$ cat config.mk
export PLATFORM = sky130hd
export DESIGN_NAME = txn_stream_arbiter
export DESIGN_NICKNAME = d
export VERILOG_FILES = /design/src/rtl/txn_stream_arbiter.sv
export SDC_FILE = /design/constraint.sdc
export NUM_CORES = 1
export LEC_CHECK = 0
export CORE_MARGIN = 2
export CORE_UTILIZATION = 30
export DETAILED_ROUTE_END_ITERATION = 6
export PLACE_DENSITY = 0.82
export RECOVER_POWER = 25
export SETUP_SLACK_MARGIN = 0.2
export SLEW_MARGIN = 10
export SYNTH_ARGS = -nofsm -noshare
export SYNTH_HDL_FRONTEND = slang
export SYNTH_SLANG_ARGS = --single-unit
$ cat constraint.sdc
create_clock -name clk -period 3.33 [get_ports clk]
set_input_delay 0.666 -clock clk [delete_from_list [all_inputs] [get_ports clk]]
set_output_delay 0.666 -clock clk [all_outputs]
set_load 0.01 [all_outputs]
$ cat src/rtl/txn_stream_arbiter.sv
// txn_stream_arbiter: packet-locked round-robin arbiter sharing one valid/ready
// channel among NUM_REQ sources, with a forced release after MAX_BURST beats.
module txn_stream_arbiter #(
    parameter int NUM_REQ    = 4,
    parameter int DATA_WIDTH = 32,
    parameter int MAX_BURST  = 16
) (
    input  logic                          clk,
    input  logic                          rst_n,
    input  logic [NUM_REQ-1:0]            s_valid,
    input  logic [NUM_REQ*DATA_WIDTH-1:0] s_data,
    input  logic [NUM_REQ-1:0]            s_last,
    output logic [NUM_REQ-1:0]            s_ready,
    output logic                          m_valid,
    output logic [DATA_WIDTH-1:0]         m_data,
    output logic                          m_last,
    output logic [$clog2(NUM_REQ)-1:0]    m_id,
    input  logic                          m_ready,
    output logic [NUM_REQ-1:0]            grant,
    output logic                          burst_err
);
    localparam int IW = $clog2(NUM_REQ);
    localparam int CW = $clog2(MAX_BURST + 1);

    typedef enum logic {IDLE, LOCKED} state_t;

    state_t             state_q, state_d;
    logic [NUM_REQ-1:0] grant_q, grant_d, cand;
    logic [IW-1:0]      ptr_q, ptr_d, gidx, win, j;
    logic [CW-1:0]      cnt_q, cnt_d;
    logic               burst_err_q, burst_err_d;
    logic               accept, forced, rel, load;

    always_ff @(posedge clk or negedge rst_n) begin
        if (!rst_n) begin
            state_q     <= IDLE;
            grant_q     <= '0;
            ptr_q       <= '0;
            cnt_q       <= '0;
            burst_err_q <= 1'b0;
        end else begin
            state_q     <= state_d;
            grant_q     <= grant_d;
            ptr_q       <= ptr_d;
            cnt_q       <= cnt_d;
            burst_err_q <= burst_err_d;
        end
    end

    always_comb begin
        gidx = '0;
        for (int i = 0; i < NUM_REQ; i++)
            if (grant_q[i]) gidx = IW'(i);
    end

    always_comb begin
        grant     = grant_q;
        burst_err = burst_err_q;
        s_ready   = grant_q & {NUM_REQ{m_ready}};
        m_valid   = |(grant_q & s_valid);
        m_id      = gidx;
        m_data    = (|grant_q) ? s_data[gidx*DATA_WIDTH +: DATA_WIDTH] : '0;
        accept    = m_valid & m_ready;
        forced    = accept && (cnt_q == CW'(MAX_BURST - 1));
        m_last    = (|grant_q) & (s_last[gidx] | forced);
        rel       = accept & (s_last[gidx] | forced);
    end

    // The releasing source sits out the same-cycle re-arbitration; its valid belongs to the closing beat.
    always_comb begin
        cand = s_valid & ~(rel ? grant_q : '0);
        win  = '0;
        j    = '0;
        for (int k = NUM_REQ - 1; k >= 0; k--) begin
            j = IW'((int'(ptr_q) + k) % NUM_REQ);
            if (cand[j]) win = j;
        end
    end

    always_comb begin
        load        = ((state_q == IDLE) || rel) && (|cand);
        state_d     = (state_q == IDLE) ? ((|cand) ? LOCKED : IDLE)
                                        : ((rel && !(|cand)) ? IDLE : LOCKED);
        grant_d     = load ? (NUM_REQ'(1) << win) : (rel ? '0 : grant_q);
        ptr_d       = load ? ((win == IW'(NUM_REQ - 1)) ? '0 : win + 1'b1) : ptr_q;
        cnt_d       = rel ? '0 : (accept ? cnt_q + 1'b1 : cnt_q);
        burst_err_d = burst_err_q | (rel & ~s_last[gidx]);
    end
endmodule

== After elaboration in Yosys (flattened, before gate mapping) ==
Index checks and enable logic that the tools add are counted.

* Output and inout port bits: 45
* Register bits: 13

* Muxes and demuxes: 27
* Bitwise gates (word level): 12
* Reduce and logical (&&, ||, !) cells: 10
* Order comparisons: 5
* $add $sub $neg: 5
* Shift-type cells: 2
* Eq/ne operators: 2

{| class="wikitable"
|+ Operators with widths
! kind !! count
|-
| 128-bit by 8-bit variable part select with 32-bit output || 1
|-
| 32-bit two-way mux || 1
|-
| 2-bit by 3-bit < comparator with 1-bit output, second input constant || 5
|-
| 2-bit two-way mux || 7
|-
| 4-bit bitwise AND || 3
|-
| 4-bit two-way mux || 3
|-
| 4-bit OR reduction || 3
|-
| 1-bit binary-select mux with 2-bit select || 5
|-
| 5-bit two-way mux || 2
|-
| 1-bit two-way mux || 9
|-
| 5-bit by 1-bit adder with 5-bit output, second input constant || 1
|-
| 5-bit by 4-bit == test with 1-bit output, second input constant || 1
|-
| 2-bit by 1-bit adder with 2-bit output, second input constant || 2
|-
| 2-bit adder, second input constant || 2
|-
| 1-bit bitwise AND || 4
|-
| 4-bit NOT || 1
|-
| 2-bit nonzero test || 2
|-
| 1-bit by 2-bit left shift with 4-bit output, first input constant || 1
|-
| 1-bit logical AND || 3
|-
| 2-bit == test, second input constant || 1
|-
| 1-bit NOT || 2
|-
| 1-bit OR || 2
|-
| 1-bit logical NOT || 1
|-
| 1-bit logical OR || 1
|}

== Depth between registers and ports, before layout ==
* Depth after elaboration: 18
* Gate-level depth with buffers: 11

== Worst setup path after synthesis ==
No wires, ideal clock.

* Path kind: reg2reg
* From: register cnt_q[0]
* To: register ptr_q[1]
* Slack: 649 ps
* Path buffers: 0
* Data arrival time: 2556 ps
* Cell stages (with the launch flop): 11
* Cells stage by stage: dfrtp_1 ha_1 and3_1 ha_1 nor2_1 a21o_1 o31ai_1 a21bo_2 a21oi_1 ha_1 mux2_4

* Word-level cells in the longest chain between the ends: 15
* Elaborated cells on any way between the ends: 25

{| class="wikitable"
|+ RTL lines
! element !! RTL line !! text
|-
| from (decl) || 30 || <nowiki>logic [CW-1:0] cnt_q, cnt_d;</nowiki>
|-
| from (signal assigned) || 45 || <nowiki>cnt_q <= cnt_d;</nowiki>
|-
| 5-bit by 4-bit == test with 1-bit output (*) || 64 || <nowiki>forced = accept && (cnt_q == CW'(MAX_BURST - 1));</nowiki>
|-
| 1-bit logical AND (*) || 64 ||
|-
| 1-bit OR (*) || 66 || <nowiki>rel = accept & (s_last[gidx] | forced);</nowiki>
|-
| 1-bit bitwise AND (*) || 66 ||
|-
| 4-bit two-way mux || 71 || <nowiki>cand = s_valid & ~(rel ? grant_q : '0);</nowiki>
|-
| 4-bit NOT || 71 ||
|-
| 4-bit bitwise AND || 71 ||
|-
| 1-bit binary-select mux with 2-bit select || 76 || <nowiki>if (cand[j]) win = j;</nowiki>
|-
| 1-bit two-way mux (not written as such) || 76 ||
|-
| 2-bit two-way mux (4 in a row) || 76 ||
|-
| 2-bit by 1-bit adder with 2-bit output or 2-bit == test (tied branches) || 85 || <nowiki>ptr_d = load ? ((win == IW'(NUM_REQ - 1)) ? '0 : win + 1'b1) : ptr_q;</nowiki>
|-
| 2-bit two-way mux || 85 ||
|-
| to (signal assigned) || 44 || <nowiki>ptr_q <= ptr_d;</nowiki>
|-
| to (decl) || 29 || <nowiki>logic [IW-1:0] ptr_q, ptr_d, gidx, win, j;</nowiki>
|}

Mark *: on every way between the ends. The rest lies on a longest branch, timed or not. The select of a mux whose other input is x is not followed.
A chain may end at the register's enable or synchronous reset.

== Worst setup path after layout ==
* From: input s_last[1]
* To: output m_last

* Word-level cells in the longest chain between the ends: 4

{| class="wikitable"
|+ RTL lines
! element !! RTL line !! text
|-
| from (decl) || 12 || <nowiki>input logic [NUM_REQ-1:0] s_last,</nowiki>
|-
| 1-bit binary-select mux with 2-bit select || 65 || <nowiki>m_last = (|grant_q) & (s_last[gidx] | forced);</nowiki>
|-
| 1-bit two-way mux (not written as such) || 65 ||
|-
| 1-bit OR || 65 ||
|-
| 1-bit bitwise AND || 65 ||
|-
| to (decl) || 16 || <nowiki>output logic m_last,</nowiki>
|}

Every way passes these cells. The select of a mux whose other input is x is not followed.

==> results.py <==
metrics = {
    "drt": {
        "first_iter_violations": 103,
        "wirelength_mm": 8.61,
        "routed-via-count": 2599,
        "vias_per_cell": 5.16,
        "drt-wirelength-per-cell_um": 17.1,
        "ant_nets": 0,
        "drc": 0,
        "firstDrtPassIters": 4,
    },
    "clock_tree": {
        "cts_max_path_buffers": 2,
        "post_cts_buffers": 0,
        "cts_tree": "done",
        "clock-root-buffer": "clkbuf_8",
        "numCtsBuffers": 3,
        "cts.sinks": 13,
        "cts.htree.levels": 1,
        "clk_pin_slew_ns": 0.06,
        "clk_latency_ns": 0.24,
    },
    "hold_path": {
        "hold_start": "burst_err",
        "hold_class": "register to register",
        "min_to": "burst_err",
        "whs_path_depth": 1,
    },
    "layout": {
        "final_cell_count_no_fill": 504,
        "nets": 575,
        "num_antenna_cells": 0,
        "seq_area_um2": 328,
        "stdcell_area_um2": 3800,
        "final_util_pct": 64.3,
        "areaGrowthSynthToFinish_pct": 106,
        "fill_cells": 530,
        "multiInputGateArea_um2": 1380,
        "drive_above_1_share_pct": 5.83,
    },
    "worst_setup_path": {
        "worstRegToRegCells": 10,
        "cp-end-kind": "output pin",
        "cp_num_buf_inv": 2,
        "cp_max_fo": 3,
        "path_cells": "clkdlybuf4s50_1 -> mux2_2 -> nor2_1 -> o31ai_2 -> a21oi_1 -> nor2_1 -> clkdlybuf4s50_1",
        "critPathArrivalTime_ns": 2.39,
        "crit_path_start_kind": "input port",
        "r2r-start": "cnt_q[0]",
        "criticalPathCategory": "input port to output pin",
        "path_depth": 7,
        "rrSetupSlack_ns": 0.43,
        "crit_family": "buffers and inverters",
        "required_ns": 2.66,
        "critPathMaxStageDelay_ns": 0.54,
        "regToRegEndpoint": "ptr_q[1]",
        "cp_slowest_cell": "clkdlybuf4s50_1",
    },
    "die": {
        "core_um2": 5920,
        "die_w_um": 82.5,
        "die-area_um2": 6800,
        "row_count": 28,
        "start_util_pct": 31.2,
        "io_pins": 184,
        "die_h_um": 82.5,
    },
    "synthesis": {
        "syn_inst": 253,
        "synth_fp_nets": 398,
        "synth.most_common_cell": "o21ai_0",
        "synth_top_area_share_pct": 17.6,
        "synth-edff-count": 0,
        "ys_warn_count": 0,
        "ys_seq_area_share_pct": 17.6,
        "synth_area_leaders": "dfrtp_1 18%, mux2i_1 16%, o21ai_0 11%",
        "ys.flop_type": "dfrtp_1",
        "synth_top_area_cell": "dfrtp_1",
        "netlist_top_cells_count": "39 x o21ai_0, 30 x mux2i_1, 29 x nand2_1",
        "avgSynthCellArea_um2": 7.30,
        "synth_cell_types": 44,
        "async_reset_ff_share_pct": 100,
        "synth-seq-cells": 13,
        "synthesis.area_um2": 1850,
    },
    "global_route": {
        "grt_max_degree": 33,
        "antenna_found_initial": 0,
        "use_met1_pct": 27.0,
        "grtUsageTotal_pct": 22.4,
        "grt_use_met2_pct": 42.3,
        "grt_pass1_vias": 2410,
        "overflow": 0,
        "top_usage_layer": "met2",
        "use_met3_pct": 3.70,
        "grt_first_pass_wirelength_mm": 11.9,
    },
    "sta": {
        "min_period_ns": 3.06,
        "slew_violations": 0,
        "clock_skew_ns": 0.00682,
        "fin_crit_sh_pct": 91.8,
        "tightest_slew_ns": 0.613,
        "setup_ws_ns": 0.275,
        "maxSlewHeadroom_pct": 59.0,
        "setup_viol": 0,
        "finalSetupTns_ns": 0,
        "clock.fmax_ghz": 0.327,
        "finalHoldViolCount": 0,
        "rsz0062_at_grt": "no",
        "whs_ns": 0.509,
    },
    "flow_run": {
        "drv_cap": 0,
    },
    "placement": {
        "gp_congestion": 0.815,
        "place_area_um2": 3750,
        "port_buffers": 183,
        "dp_hpwl_mm": 6.88,
        "dp_cells": 500,
        "pre_cts_slack_ns": 0.248,
    },
    "pwr": {
        "p_per_area_nw_per_um2": 694,
        "vdd_drop_max_mv": 0.411,
        "finalPower_mw": 2.64,
        "p_leak_nw": 1.47,
    },
    "run_status": {
        "status": "finished clean",
    },
}
-- flip-flops by register name, indices dropped and copies added, names as in the netlist --
signal     cells
burst_err      1
cnt_q          5
grant          4
ptr_q          2
state_q        1
-- kinds of logic after synthesis --
group / count (synthesis) / synth area share (%)
AOI/OAI and AO/OA: 103 / 35.0
adders and majority gates: 6 / 4.06
buffers and inverters: 33 / 8.27
DFF: 13 / 17.6
muxes: 33 / 18.5
and+or+nand+nor: 65 / 16.5
-- layout by cell type (no fill, tap or decap), types with 3 or more instances in the layout --
cell and count:
clkdlybuf4s50_1 179, nand2_1 29, nor2_1 19, dlygate4sd3_1 4, a21oi_1 6, o21ai_0 39
clkbuf_8 3, o22ai_1 20, mux2i_1 30, ha_1 6, buf_4 8, inv_1 13
dfrtp_1 11, a22oi_1 21
-- worst reg2reg max path, cell delays in order, from the launching register on --
cell	delay [ns]
dfrtp_1	0.39
ha_1	0.21
and3_1	0.18
ha_1	0.33
nor2_1	0.11
a21o_1	0.24
o31ai_2	0.35
a21bo_2	0.27
a21oi_1	0.19
ha_1	0.27
mux2_4	0.26
-- report_power, final --
part	internal, mW	switching, mW	leakage, nW
Clock	0.0826	0.0606	0.0255
Sequential	0.217	0.0725	0.156
Combinational	1.17	1.04	1.29
Total	1.47	1.17	1.47
-- worst max path at each step --
stage	to	start	slack (ns)
3_3_place_gp	m_last	s_last[1]	0.27
6_report	m_last	s_last[1]	0.27
2_1_floorplan	ptr_q[1]	cnt_q[0]	0.65
5_1_grt	m_last	s_last[0]	0.18
4_1_cts	m_last	s_last[1]	0.24
3_5_place_dp	m_last	s_last[1]	0.25
-- routing by layer --
metal / routed length [µm] / vias to the layer above
met2: 4440 / 103
met1: 3450 / 1202
met4: 79 / 0
met5: 0 / -
li1: - / 1286
met3: 649 / 8
-- cell type report --
type / count / share of cell area (%)
Clock buffer: 3 / 1.09
Inverter: 13 / 1.28
Sequential cell: 13 / 8.62
Tap cell: 75 / 2.47
Multi-Input combinational cell: 207 / 36.2
Timing Repair Buffer: 192 / 50.2
Clock inverter: 1 / 0.132
-- repair_timing --
| action | CTS | global route |
|---|---|---|
| endpoints found under the setup margin | 0 | 4 |
| resized for setup | 0 | 3 |
| hold buffers | 0 | 0 |
Note: power is estimated with default switching activity, not from simulation.
